`config.mk`:
```
export PLATFORM = sky130hd
export DESIGN_NAME = zoom_cmd_issuer
export DESIGN_NICKNAME = d
export VERILOG_FILES = /design/src/rtl/zoom_pkg.sv /design/src/rtl/bit_sync.sv /design/src/rtl/zoom_cmd_issuer.sv
export SDC_FILE = /design/constraint.sdc
export NUM_CORES = 1
export LEC_CHECK = 0
export CAP_MARGIN = 20
export CORE_MARGIN = 4
export CORE_UTILIZATION = 45
export CTS_BUF_LIST = sky130_fd_sc_hd__clkbuf_16
export CTS_CLUSTER_DIAMETER = 30
export DETAILED_ROUTE_END_ITERATION = 6
export HOLD_SLACK_MARGIN = 0.03
export PLACE_DENSITY = 0.79
export SYNTH_ARGS = -nofsm -noshare
export SYNTH_HDL_FRONTEND = slang
export SYNTH_SLANG_ARGS = --single-unit
```
`constraint.sdc`:
```
create_clock -name clock -period 2.17 [get_ports clock]
set_input_delay 0.217 -clock clock [delete_from_list [all_inputs] [get_ports clock]]
set_output_delay 0.217 -clock clock [all_outputs]
set_load 0.05 [all_outputs]
```
`src/rtl/zoom_pkg.sv`:
```
// Shared definitions for the zoom coprocessor and its command issuer:
// opcodes, image geometry, response status bit positions, issuer states.
package zoom_pkg;

    // Image geometry
    localparam int IMG_W      = 320;
    localparam int IMG_H      = 240;
    localparam int IMG_PIXELS = IMG_W * IMG_H;
    localparam int ADDR_W     = 17;

    // Coprocessor instruction opcodes
    localparam logic [2:0] NOP         = 3'd0;
    localparam logic [2:0] LOAD        = 3'd1;
    localparam logic [2:0] STORE       = 3'd2;
    localparam logic [2:0] ZOOM_IN_VP  = 3'd3;
    localparam logic [2:0] ZOOM_IN_RP  = 3'd4;
    localparam logic [2:0] ZOOM_OUT_MP = 3'd5;
    localparam logic [2:0] ZOOM_OUT_VD = 3'd6;
    localparam logic [2:0] RESET_INST  = 3'd7;

    // Response status bit positions
    localparam int STATUS_W    = 4;
    localparam int ST_ERROR    = 0;
    localparam int ST_ZOOM_MIN = 1;
    localparam int ST_ZOOM_MAX = 2;
    localparam int ST_TIMEOUT  = 3;

    // Issuer state machine
    typedef enum logic [2:0] {
        S_IDLE,
        S_WAIT_READY,
        S_SETUP,
        S_PULSE,
        S_WAIT_ACK,
        S_WAIT_DONE,
        S_RESPOND
    } issuer_state_t;

    // Largest of four cycle counts; sizes the shared phase counter
    function automatic int max4(input int a, input int b, input int c, input int d);
        int m;
        m = a;
        if (b > m) m = b;
        if (c > m) m = c;
        if (d > m) m = d;
        return m;
    endfunction

endpackage

```
`src/rtl/bit_sync.sv`:
```
// Multi-flop synchroniser for asynchronous status inputs. Every bit goes
// through the same number of stages so bits that change together arrive
// together.
module bit_sync #(
    parameter int WIDTH  = 1,
    parameter int STAGES = 2
) (
    input  logic             clock,
    input  logic             reset_n,
    input  logic [WIDTH-1:0] din,
    output logic [WIDTH-1:0] dout
);

    logic [STAGES-1:0][WIDTH-1:0] sync_q;

    // Shift the input through the flop chain
    always_ff @(posedge clock or negedge reset_n) begin
        if (!reset_n) begin
            sync_q <= '0;
        end else begin
            sync_q[0] <= din;
            for (int i = 1; i < STAGES; i++) begin
                sync_q[i] <= sync_q[i-1];
            end
        end
    end

    assign dout = sync_q[STAGES-1];

endmodule

```
`src/rtl/zoom_cmd_issuer.sv`:
```
// Command issuer for the zoom coprocessor instruction port. Takes one host
// command at a time, drives instruction/address/data, generates the active-low
// enable pulse, tracks the FLAG_DONE handshake and returns a held response.
module zoom_cmd_issuer
    import zoom_pkg::*;
#(
    parameter int SYNC_STAGES       = 2,
    parameter int SETUP_CYCLES      = 2,
    parameter int ENABLE_LOW_CYCLES = 4,
    parameter int ACK_TIMEOUT       = 32,
    parameter int DONE_TIMEOUT      = 1048576
) (
    input  logic        clock,
    input  logic        reset_n,
    // host command
    input  logic        cmd_valid,
    output logic        cmd_ready,
    input  logic [2:0]  cmd_opcode,
    input  logic [16:0] cmd_addr,
    input  logic [7:0]  cmd_data,
    // host response
    output logic        rsp_valid,
    input  logic        rsp_ready,
    output logic [7:0]  rsp_data,
    output logic [3:0]  rsp_status,
    // coprocessor instruction port
    output logic [2:0]  cp_instruction,
    output logic [16:0] cp_mem_addr,
    output logic [7:0]  cp_data_in,
    output logic        cp_enable_n,
    input  logic [7:0]  cp_data_out,
    input  logic        cp_done,
    input  logic        cp_error,
    input  logic        cp_zoom_max,
    input  logic        cp_zoom_min,
    output logic        busy
);

    localparam int MAX_CYC = max4(SETUP_CYCLES, ENABLE_LOW_CYCLES, ACK_TIMEOUT, DONE_TIMEOUT);
    localparam int CNT_W   = $clog2(MAX_CYC) + 1;
    localparam int SYNC_W  = 12;

    // Last counter value of each timed phase; a zero count still spends one cycle
    localparam logic [CNT_W-1:0] SETUP_END = CNT_W'((SETUP_CYCLES      > 0) ? SETUP_CYCLES      - 1 : 0);
    localparam logic [CNT_W-1:0] ENA_END   = CNT_W'((ENABLE_LOW_CYCLES > 0) ? ENABLE_LOW_CYCLES - 1 : 0);
    localparam logic [CNT_W-1:0] ACK_END   = CNT_W'((ACK_TIMEOUT       > 0) ? ACK_TIMEOUT       - 1 : 0);
    localparam logic [CNT_W-1:0] DONE_END  = CNT_W'((DONE_TIMEOUT      > 0) ? DONE_TIMEOUT      - 1 : 0);

    issuer_state_t     state, state_nxt;
    logic [CNT_W-1:0]  cnt;
    logic [SYNC_W-1:0] sync_in, sync_out;
    logic              done_s, error_s, zoom_max_s, zoom_min_s;
    logic [7:0]        data_s;
    logic              accept;
    logic              ack_expired, done_expired;

    // Status inputs share one synchroniser so flags stay aligned with done
    assign sync_in = {cp_data_out, cp_zoom_min, cp_zoom_max, cp_error, cp_done};

    bit_sync #(
        .WIDTH  (SYNC_W),
        .STAGES (SYNC_STAGES)
    ) u_status_sync (
        .clock   (clock),
        .reset_n (reset_n),
        .din     (sync_in),
        .dout    (sync_out)
    );

    assign done_s     = sync_out[0];
    assign error_s    = sync_out[1];
    assign zoom_max_s = sync_out[2];
    assign zoom_min_s = sync_out[3];
    assign data_s     = sync_out[11:4];

    assign cmd_ready    = (state == S_IDLE);
    assign busy         = (state != S_IDLE);
    assign accept       = cmd_valid && cmd_ready;
    assign ack_expired  = (cnt >= ACK_END);
    assign done_expired = (cnt >= DONE_END);

    // State register
    always_ff @(posedge clock or negedge reset_n) begin
        if (!reset_n) begin
            state <= S_IDLE;
        end else begin
            state <= state_nxt;
        end
    end

    // Next-state logic
    always_comb begin
        state_nxt = state;
        case (state)
            S_IDLE: begin
                if (accept) begin
                    state_nxt = (cmd_opcode == NOP) ? S_RESPOND : S_WAIT_READY;
                end
            end
            S_WAIT_READY: begin
                // never trigger a coprocessor that is still busy
                if (done_s) state_nxt = S_SETUP;
            end
            S_SETUP: begin
                if (cnt >= SETUP_END) state_nxt = S_PULSE;
            end
            S_PULSE: begin
                if (cnt >= ENA_END) state_nxt = S_WAIT_ACK;
            end
            S_WAIT_ACK: begin
                if (!done_s)          state_nxt = S_WAIT_DONE;
                else if (ack_expired) state_nxt = S_RESPOND;
            end
            S_WAIT_DONE: begin
                if (done_s || done_expired) state_nxt = S_RESPOND;
            end
            S_RESPOND: begin
                if (rsp_ready) state_nxt = S_IDLE;
            end
            default: state_nxt = S_IDLE;
        endcase
    end

    // Phase counter: cleared on every state change, saturates instead of wrapping
    always_ff @(posedge clock or negedge reset_n) begin
        if (!reset_n) begin
            cnt <= '0;
        end else if (state_nxt != state) begin
            cnt <= '0;
        end else if (cnt != {CNT_W{1'b1}}) begin
            cnt <= cnt + 1'b1;
        end
    end

    // Enable is low exactly while in PULSE; rsp_valid exactly while in RESPOND
    always_ff @(posedge clock or negedge reset_n) begin
        if (!reset_n) begin
            cp_enable_n <= 1'b1;
            rsp_valid   <= 1'b0;
        end else begin
            cp_enable_n <= (state_nxt != S_PULSE);
            rsp_valid   <= (state_nxt == S_RESPOND);
        end
    end

    // Command capture and response data/status
    always_ff @(posedge clock or negedge reset_n) begin
        if (!reset_n) begin
            cp_instruction <= '0;
            cp_mem_addr    <= '0;
            cp_data_in     <= '0;
            rsp_data       <= '0;
            rsp_status     <= '0;
        end else begin
            case (state)
                S_IDLE: begin
                    if (accept) begin
                        // address is passed through unchecked
                        cp_instruction <= cmd_opcode;
                        cp_mem_addr    <= cmd_addr;
                        cp_data_in     <= cmd_data;
                        rsp_data       <= '0;
                        rsp_status     <= '0;
                    end
                end
                S_WAIT_ACK: begin
                    // RESET never lowers done, so a missing ack is normal for it
                    if (done_s && ack_expired && (cp_instruction != RESET_INST)) begin
                        rsp_status[ST_TIMEOUT] <= 1'b1;
                    end
                end
                S_WAIT_DONE: begin
                    if (done_s) begin
                        rsp_status[ST_TIMEOUT]  <= 1'b0;
                        rsp_status[ST_ZOOM_MAX] <= zoom_max_s;
                        rsp_status[ST_ZOOM_MIN] <= zoom_min_s;
                        rsp_status[ST_ERROR]    <= error_s;
                        if (cp_instruction == LOAD) rsp_data <= data_s;
                    end else if (done_expired) begin
                        rsp_status             <= '0;
                        rsp_status[ST_TIMEOUT] <= 1'b1;
                    end
                end
                default: ;
            endcase
        end
    end

endmodule

```
# Word level (Yosys, flattened, before mapping)
# Index checks and enable logic that the tools add are counted.
[totals]
out_inout_bits = 44
elab_cells = 70
regBits = 90
input_bits = 44
[op_classes]
reduce_logical = 14
n_eq_ne = 17
add_sub_neg = 1
order_cmp = 4
mux = 22
[op_table]
columns = ["op", "n"]
rows = [
  ["$mux W21", 2],
  ["$mux W3", 9],
  ["$mux W8", 3],
  ["$add A21 B1 Y21 const B", 1],
  ["$ge A21 B1 Y1 const B", 1],
  ["$ge A21 B2 Y1 const B", 1],
  ["$ge A21 B20 Y1 const B", 1],
  ["$ge A21 B5 Y1 const B", 1],
  ["$ne A21 B21 Y1 const B", 1],
  ["$pmux W3 S7", 1],
  ["$pmux W8 S2", 1],
  ["$eq A3 B3 Y1 const B", 4],
  ["$mux W4", 3],
  ["$reduce_and A4 Y1", 2],
  ["$eq A3 B1 Y1 const B", 2],
  ["$eq A3 B2 Y1 const B", 2],
  ["$logic_not A3 Y1", 2],
  ["$ne A3 B2 Y1 const B", 2],
  ["$pmux W3 S2", 1],
  ["$reduce_bool A3 Y1", 2],
  ["$ne A2 B1 Y1 const B", 2],
  ["$ne A2 B2 Y1 const B", 2],
  ["$reduce_bool A2 Y1", 2],
  ["$logic_and A1 B1 Y1", 3],
  ["other kinds (7)", 7],
]

# Logic depth before layout (Yosys ltp)
# Gate-level depths: netlist (run 1).
[depth]
word_depth = 6
ltp_mapped = 8
mapped_depth_nobuf = 7

# Hierarchy
# A second synthesis (run 1) with hierarchy kept.
[unflattened]
hier_cells = 302
hier_area_um2 = 3791.1
[modules_own_cells]
columns = ["module", "seq_area_each_um2", "n_inst", "cells_per_inst", "area_each_um2"]
rows = [
  ["zoom_cmd_issuer", 1652.8, 1, 266, 3100.5],
  ["bit_sync", 600.6, 1, 36, 690.7],
]

# Least setup slack after synthesis (run 1)
# OpenSTA, ideal clock, no wires.
[synth_timing]
path_kind = "register to register"
from = "register cnt[0]"
to = "register cnt[20]"
arrival_ns = 2.285
path_slack_ns = -0.185
required_ns = 2.100
synth_period_minus_slack_ns = 2.355
stages_incl_launch_ff = 9
setup_time_ns = 0.070
n_path_buf = 1
cell_sequence = "dfrtp_1 ha_1 a21o_1 and2_0 a32o_1 a221o_1 a2111o_1 buf_6 nor2_2"
[synth_via]
elab_chain_cells = 6
word_cells_on_any_way = 17
cone_classes = "add/sub (1); order compare (4); eq/ne (2); mux (8); reduce/logical (2)"
[synth_lines]
columns = ["item", "line_no", "text"]
rows = [
  ["from (decl)", "zoom_cmd_issuer.sv:50", "logic [CNT_W-1:0] cnt;"],
  ["from (signal assigned)", "zoom_cmd_issuer.sv:131", "cnt <= cnt + 1'b1;"],
  ["$ge A21 B5 Y1 or $ge A21 B20 Y1 (tied branches)", "zoom_cmd_issuer.sv:79, zoom_cmd_issuer.sv:80", ""],
  ["$mux W3 or $logic_or A1 B1 Y1 (tied branches)", "zoom_cmd_issuer.sv:112, zoom_cmd_issuer.sv:115", ""],
  ["$mux W3 (on tied branches)", "zoom_cmd_issuer.sv:111, zoom_cmd_issuer.sv:115", ""],
  ["$pmux W3 S7", "zoom_cmd_issuer.sv:94", "case (state)"],
  ["$ne A3 B3 Y1", "zoom_cmd_issuer.sv:128", "end else if (state_nxt != state) begin"],
  ["$mux W21 or $reduce_bool A2 Y1 (tied branches)", "n/a", ""],
]
# Parallel ways exist; a longest one is shown, timed or not. The select of a mux whose other input is x is not followed.
# A chain may end at the register's enable or synchronous reset.

# Worst setup path in the final report (run 1)
[layout_timing]
from = "register cnt[0]"
to = "register cnt[1]"
# Same word-level chain as after synthesis.

==> flow_metrics.env, run 1 <==
export IMPL_relSlewSlack_pct=64.30
export IMPL_io_buffers=87
export IMPL_antenna_cells=0
export IMPL_p_leak_nw=2.466
export IMPL_fin_crit_ps=2352
export IMPL_p_sw_share_pct=43.42
export IMPL_synth_edff_count=0
export IMPL_syn_area_mm2=0.003749
export IMPL_grt_antenna_before_repair=0
export IMPL_synth_common_cells="nand2_1, dfrtp_1, nor2_1"
export IMPL_cts_buffer_depth=2
export IMPL_register_area_mm2=0.002255
export IMPL_cp_start_kind="flip-flop"
export IMPL_final_setup_skew_ps=9.755
export IMPL_place_area_mm2=0.004980
export IMPL_cap_viol_max_count=0
export IMPL_route_vias_total=3121
export IMPL_ys_seq_area_share_pct=60.11
export IMPL_grt_max_degree=51
export IMPL_holdPathStages=1
export IMPL_cp_arrival_ps=2600
export IMPL_design_area_mm2=0.005373
export IMPL_vdd_ir_drop_max_v=0.0007045
export IMPL_rsz0062_at_grt="true"
export IMPL_endpoint_kind="flip-flop"
export IMPL_synth_cell_type_count=44
export IMPL_timing_hold_ws_ps=317.9
export IMPL_ys_ff_latch=90
export IMPL_final_cells=610
export IMPL_die_width_um=99.27
export IMPL_status="finished, violations left"
export IMPL_antenna_left=0
export IMPL_dpl_worst_slack_ps=-225.9
export IMPL_clock_sinks=90
export IMPL_drt_drc_violations_left=0
export IMPL_worstRegToRegCells=8
export IMPL_path_clk_slew_ps=70
export IMPL_worstPathMaxFanout=4
export IMPL_hold_viol=0
export IMPL_cp_required_ps=2420
export IMPL_clock_power_share_pct=20.7
export IMPL_overflow=0
export IMPL_avgSynthCellArea_um2=9.943
export IMPL_combPwrFrac_pct=46.4
export IMPL_rr_startpoint="cnt[0]"
export IMPL_cts_buffers=9
export IMPL_yosysTopAreaCell="dfrtp_1"
export IMPL_row_count=33
export IMPL_dp_hpwl_mm=6.296
export IMPL_cts_root_buf="clkbuf_16"
export IMPL_routed_via_density=5.116
export IMPL_tightest_slew_ps=533.9
export IMPL_dp_cells=591
export IMPL_wl_per_cell_um=14.86
export IMPL_drtIter0Drc=136
export IMPL_synthesis_nets=423
export IMPL_clkLatencyLatePin_ps=330
export IMPL_setup_ws_ps=-182.1
export IMPL_ff2ff_setup_slack_ps=-180
export IMPL_finalSetupViolations=21
export IMPL_min_delay_start="cp_data_out[6]"
export IMPL_async_flop_share_pct=100.0
export IMPL_fillers=636
export IMPL_powerDensity_mw_per_mm2=1306
export IMPL_violations="setup timing"
export IMPL_switchingPower_mw=3.045
export IMPL_cts_tree="yes"
export IMPL_path_class="flip-flop to flip-flop"
export IMPL_synth_warnings=0
export IMPL_pwr_share_seq_pct=32.9
export IMPL_gp_congestion=0.8421
export IMPL_fmax_ghz=0.4252
export IMPL_rr_endpoint="cnt[1]"
export IMPL_tns_ps=-2883
export IMPL_min_path_type="input pin to flip-flop"
export IMPL_wl_mm=9.066
export IMPL_drive_above_1_share_pct=18.02
export IMPL_yosysMostFrequentCell="nand2_1"
export IMPL_io_pins=88
export IMPL_finalNetCount=546
export IMPL_first_pass_iters=4
export IMPL_h_tree_depth=3
export IMPL_start_util_pct=45.85
export IMPL_multi_input_area_mm2=0.001488
export IMPL_area_growth_pct=43.32
export IMPL_synth_flop_cell="dfrtp_1"
export IMPL_slew_viol_final=0
export IMPL_track_usage_pct=19.25
export IMPL_grt_pass1_wl_mm=15.28
export IMPL_die_area_mm2=0.009855
export IMPL_core_area_mm2=0.008175
export IMPL_min_period_over_period_pct=108.4
export IMPL_hold_path_end="u_status_sync.sync_q[10]"
export IMPL_synthTopCellsByArea="dfrtp_1, nand2_1, xor2_1, nand3_1, nor2_1"
export IMPL_p_int_mw=3.969
export IMPL_synth_cells=377
export IMPL_die_y_um=99.27
export IMPL_grt_pass1_vias=3292
export IMPL_synth_top_cell_area_share_pct=59.41
cells by family (layout without fill, tap and decap cells):
kind of cell             count (synthesis)  after routing  synth area share, %
buffers and inverters                   23            151                2.904
adder cells (fa/ha/maj)                  2              2               0.6675
multiplexers                             1              1               0.2670
XOR/XNOR                                18             18                4.206
flip-flops                              90             90                60.11
AO/OA/AOI/OAI                           34             34                6.509
AND/OR/NAND/NOR                        209            209                25.33
area by class of cell:
class                   instances  share of cell area, %
clock buffers                   9                  4.192
multi-input cells             264                  27.69
inverters                       7                 0.4891
flip-flops and latches         90                  41.97
well taps                     105                  2.445
repair buffers                128                  22.24
clock inverters                 7                 0.9781
sequential cells by signal (all words and copies together), names as in the netlist:
| register | flops |
|---|---|
| cp_enable_n | 1 |
| cnt | 21 |
| cp_data_in | 8 |
| rsp_data | 8 |
| u_status_sync.dout | 12 |
| cp_instruction | 3 |
| rsp_status | 4 |
| state | 3 |
| cp_mem_addr | 17 |
| u_status_sync.sync_q | 12 |
| rsp_valid | 1 |
worst max-delay path, stage by stage (launching register included):
cell and delay (ps):
dfrtp_2 440, ha_4 160, a21o_1 190, and2_1 150, a32o_1 220, a221o_1 330, a2111o_1 460, buf_4 190
a211oi_2 130
repair_timing:
action	CTS	global route
pin swaps	2	0
endpoints found under the hold margin	39	0
buffers inserted	0	2
hold buffers	1	0
endpoints found under the setup margin	23	22
gates resized for setup	12	11
placed cells by master (no fill, tap or decap), drive strengths merged, types with 9 or more instances in the layout:
master | synthesis | layout
xor2 | 13 | 13
dfrtp | 89 | 89
inv | 7 | 11
nand3 | 16 | 16
clkbuf | 11 | 9
nor2 | 28 | 28
clkdlybuf4s50 | 0 | 84
buf | 5 | 42
nand2 | 124 | 124
worst max path at each step:
stage	slack (ps)	startpoint	to
6_report	-180	cnt[0]	cnt[1]
5_1_grt	-240	cnt[0]	cnt[1]
4_1_cts	-150	cnt[0]	cnt[5]
3_5_place_dp	-230	cnt[18]	cnt[12]
3_3_place_gp	-120	cmd_opcode[1]	cnt[12]
2_1_floorplan	-40	cnt[1]	cnt[0]
per-layer routing:
| metal | wire [um] | vias to the layer above | global-route usage, % |
|---|---|---|---|
| met4 | 157 | 0 | 8.088 |
| met1 | 3682 | 1519 | 23.57 |
| met3 | 509 | 14 | 3.717 |
| met5 | 0 | - | 0 |
| li1 | - | 1499 | - |
| met2 | 4718 | 89 | 33.26 |
metrics by stage:
step	utilization (%)	total power [mW]
4_1_cts	64.97	6.958
2_1_floorplan	-	4.343
3_5_place_dp	60.91	5.422
5_1_grt	65.72	7.375
6_report	65.72	7.014
3_3_place_gp	60.91	5.343
power groups by stage:
| stage | Combinational, mW | Clock, mW | Sequential (mW) |
|---|---|---|---|
| floorplan | 1.07 | 0 | 3.27 |
| global placement | 3.02 | 0 | 2.32 |
| detailed placement | 3.08 | 0 | 2.34 |
| CTS | 3.16 | 1.49 | 2.31 |
| global route | 3.47 | 1.55 | 2.36 |
| finish | 3.25 | 1.45 | 2.31 |
Power figures use the tool's default switching activity.
==> inputs of run 2 (changes only) <==
Settings changed: CORE_ASPECT_RATIO set to 0.75.
==> run 2 against run 1 <==
The flow still finishes with violations (setup timing); total power up 2.4%; sequential share of layout area decreased by 0.46 points; register-to-register slack better by 70 ps; worst setup slack gained 71 ps; critical path depth grew 1; clock skew down 4.6 ps; die area rose by 0.15%; worst hold slack worse by 1.4 ps; first-iteration DRC count is 51% higher; final cell count is 1.8% higher; via count increased by 0.16%; largest cell class unchanged.
==> flow_metrics.env, run 2 (synthesized netlist as in run 1, its figures left out) <==
export IMPL_largest_reg_flops=21
export IMPL_rr_endpoint="cnt[9]"
export IMPL_routed_via_density=5.034
export IMPL_total_power_mw=7.185
export IMPL_hold_path_end="u_status_sync.sync_q[7]"
export IMPL_gp_congestion=0.8809
export IMPL_ff2ff_setup_slack_ps=-110
export IMPL_final_core_util_pct=68.01
export IMPL_holdPathStages=1
export IMPL_core_area_mm2=0.007988
export IMPL_wl_mm=9.417
export IMPL_hold_viol=0
export IMPL_endpoint_kind="flip-flop"
export IMPL_clock_sinks=90
export IMPL_timing_hold_ws_ps=316.5
export IMPL_switchingPower_mw=3.040
export IMPL_die_area_mm2=0.009869
export IMPL_final_common_cell="nand2_1"
export IMPL_antenna_left=0
export IMPL_h_tree_depth=3
export IMPL_multi_input_area_mm2=0.001420
export IMPL_finalSetupViolations=22
export IMPL_cp_required_ps=2440
export IMPL_first_pass_iters=4
export IMPL_slew_viol_final=0
export IMPL_die_width_um=113.4
export IMPL_setup_ws_ps=-111.0
export IMPL_start_util_pct=46.93
export IMPL_cts_buffer_depth=2
export IMPL_cp_arrival_ps=2550
export IMPL_cap_viol_max_count=0
export IMPL_area_growth_pct=44.93
export IMPL_p_int_mw=4.145
export IMPL_io_buffers=87
export IMPL_p_leak_nw=2.538
export IMPL_grt_max_degree=41
export IMPL_place_area_mm2=0.005060
export IMPL_final_setup_skew_ps=5.117
export IMPL_route_vias_total=3126
export IMPL_grt_pass1_vias=3283
export IMPL_row_count=28
export IMPL_pwr_share_seq_pct=32.0
export IMPL_dpl_worst_slack_ps=-131.9
export IMPL_reg_largest_list="cnt: 21 flops, cp_mem_addr: 17 flops"
export IMPL_min_path_type="input pin to flip-flop"
export IMPL_track_usage_pct=19.76
export IMPL_relSlewSlack_pct=63.20
export IMPL_fmax_ghz=0.4384
export IMPL_min_delay_start="cp_data_out[3]"
export IMPL_drt_drc_violations_left=0
export IMPL_grt_antenna_before_repair=0
export IMPL_worstPathMaxFanout=19
export IMPL_design_area_mm2=0.005433
export IMPL_wl_per_cell_um=15.16
export IMPL_powerDensity_mw_per_mm2=1323
export IMPL_die_y_um=87.04
export IMPL_cp_start_kind="flip-flop"
export IMPL_tightest_slew_ps=550.3
export IMPL_rsz0062_at_grt="true"
export IMPL_finalNetCount=557
export IMPL_antenna_cells=0
export IMPL_vdd_ir_drop_max_v=0.0009399
export IMPL_cts_root_buf="clkbuf_16"
export IMPL_combPwrFrac_pct=45.5
export IMPL_violations="setup timing"
export IMPL_drive_above_1_share_pct=18.80
export IMPL_fin_crit_ps=2281
export IMPL_io_pins=88
export IMPL_worstRegToRegCells=9
export IMPL_top_register="cnt"
export IMPL_path_class="flip-flop to flip-flop"
export IMPL_drtIter0Drc=205
export IMPL_rr_startpoint="cnt[0]"
export IMPL_register_area_mm2=0.002255
export IMPL_final_cell_mix="nand2_1, dfrtp_1, clkdlybuf4s50_1"
export IMPL_grt_pass1_wl_mm=15.48
export IMPL_p_sw_share_pct=42.31
export IMPL_path_clk_slew_ps=70
export IMPL_fillers=600
export IMPL_status="finished, violations left"
export IMPL_overflow=0
export IMPL_cts_tree="yes"
export IMPL_clkLatencyLatePin_ps=330
export IMPL_min_period_over_period_pct=105.1
export IMPL_dp_hpwl_mm=6.697
export IMPL_clock_power_share_pct=22.5
export IMPL_cts_buffers=9
export IMPL_critPathLaunch="cnt[0]"
==> run 2: changes by cell type in the layout (fill, tap and decap cells not counted), sizes merged <==
cell      previous run  this run
buf                 42        53
bufinv               0         1
clkinv               0         2
clkinvlp             3         0
==> run 2: worst max-delay path by stage <==
| stage | end | slack [ps] | depth (start not counted) |
|---|---|---|---|
| after floorplan | cnt[0] | -40 | 8 |
| after global placement | cnt[8] | -100 | 8 |
| after detailed placement | cnt[12] | -130 | 8 |
| after CTS | cnt[9] | -100 | 8 |
| after global routing | cnt[13] | -240 | 9 |
| final | cnt[9] | -110 | 9 |
==> run 2: power by group through the flow <==
stage               logic [mW]  clock network, mW  registers (mW)
floorplan                 1.07                  0            3.27
global placement          3.19                  0            2.31
detailed placement        3.22                  0            2.32
CTS                       3.26               1.65            2.29
global route              3.47               1.72            2.34
finish                    3.27               1.62            2.30
==> run 2: timing repair <==
item / in CTS / in global routing
buffers inserted: 3 / 1
hold buffers: 1 / 0
cloned: 0 / 0
hold endpoints to repair: 38 / 0
pin swaps: 2 / 2
setup endpoints to repair: 23 / 22
resized for setup: 4 / 2
==> run 2: per-stage QoR <==
step           cells  setup TNS (ps)
2_1_floorplan    377          -593.6
3_3_place_gp     600           -2031
3_5_place_dp     600           -2445
4_1_cts          620           -1843
5_1_grt          621           -4305
6_report         621           -2095
==> run 2: worst max-delay path, stage by stage, from the launching register on <==
cell	delay, ps
dfrtp_2	430
ha_4	160
a21o_1	180
nor4_1	230
buf_4	180
nand2_1	70
a21bo_2	210
a2111o_1	480
buf_12	190
nor2_1	90
==> run 2: layer usage <==
metal  vias to the layer above  wire length, um  global-route usage [%]
met4                         0              206                   8.843
met3                        14              546                   5.069
met5                         -                0                       0
li1                       1523                -                       -
met2                        91             4479                   32.20
met1                      1498             4185                   25.15
==> run 2: layout make-up <==
| cell class | count | area share [%] |
|---|---|---|
| flip-flops and latches | 90 | 41.50 |
| clock inverters | 7 | 1.704 |
| clock buffers | 9 | 4.146 |
| repair buffers | 139 | 23.61 |
| well taps | 105 | 2.418 |
| inverters | 7 | 0.4836 |
| multi-input cells | 264 | 26.14 |
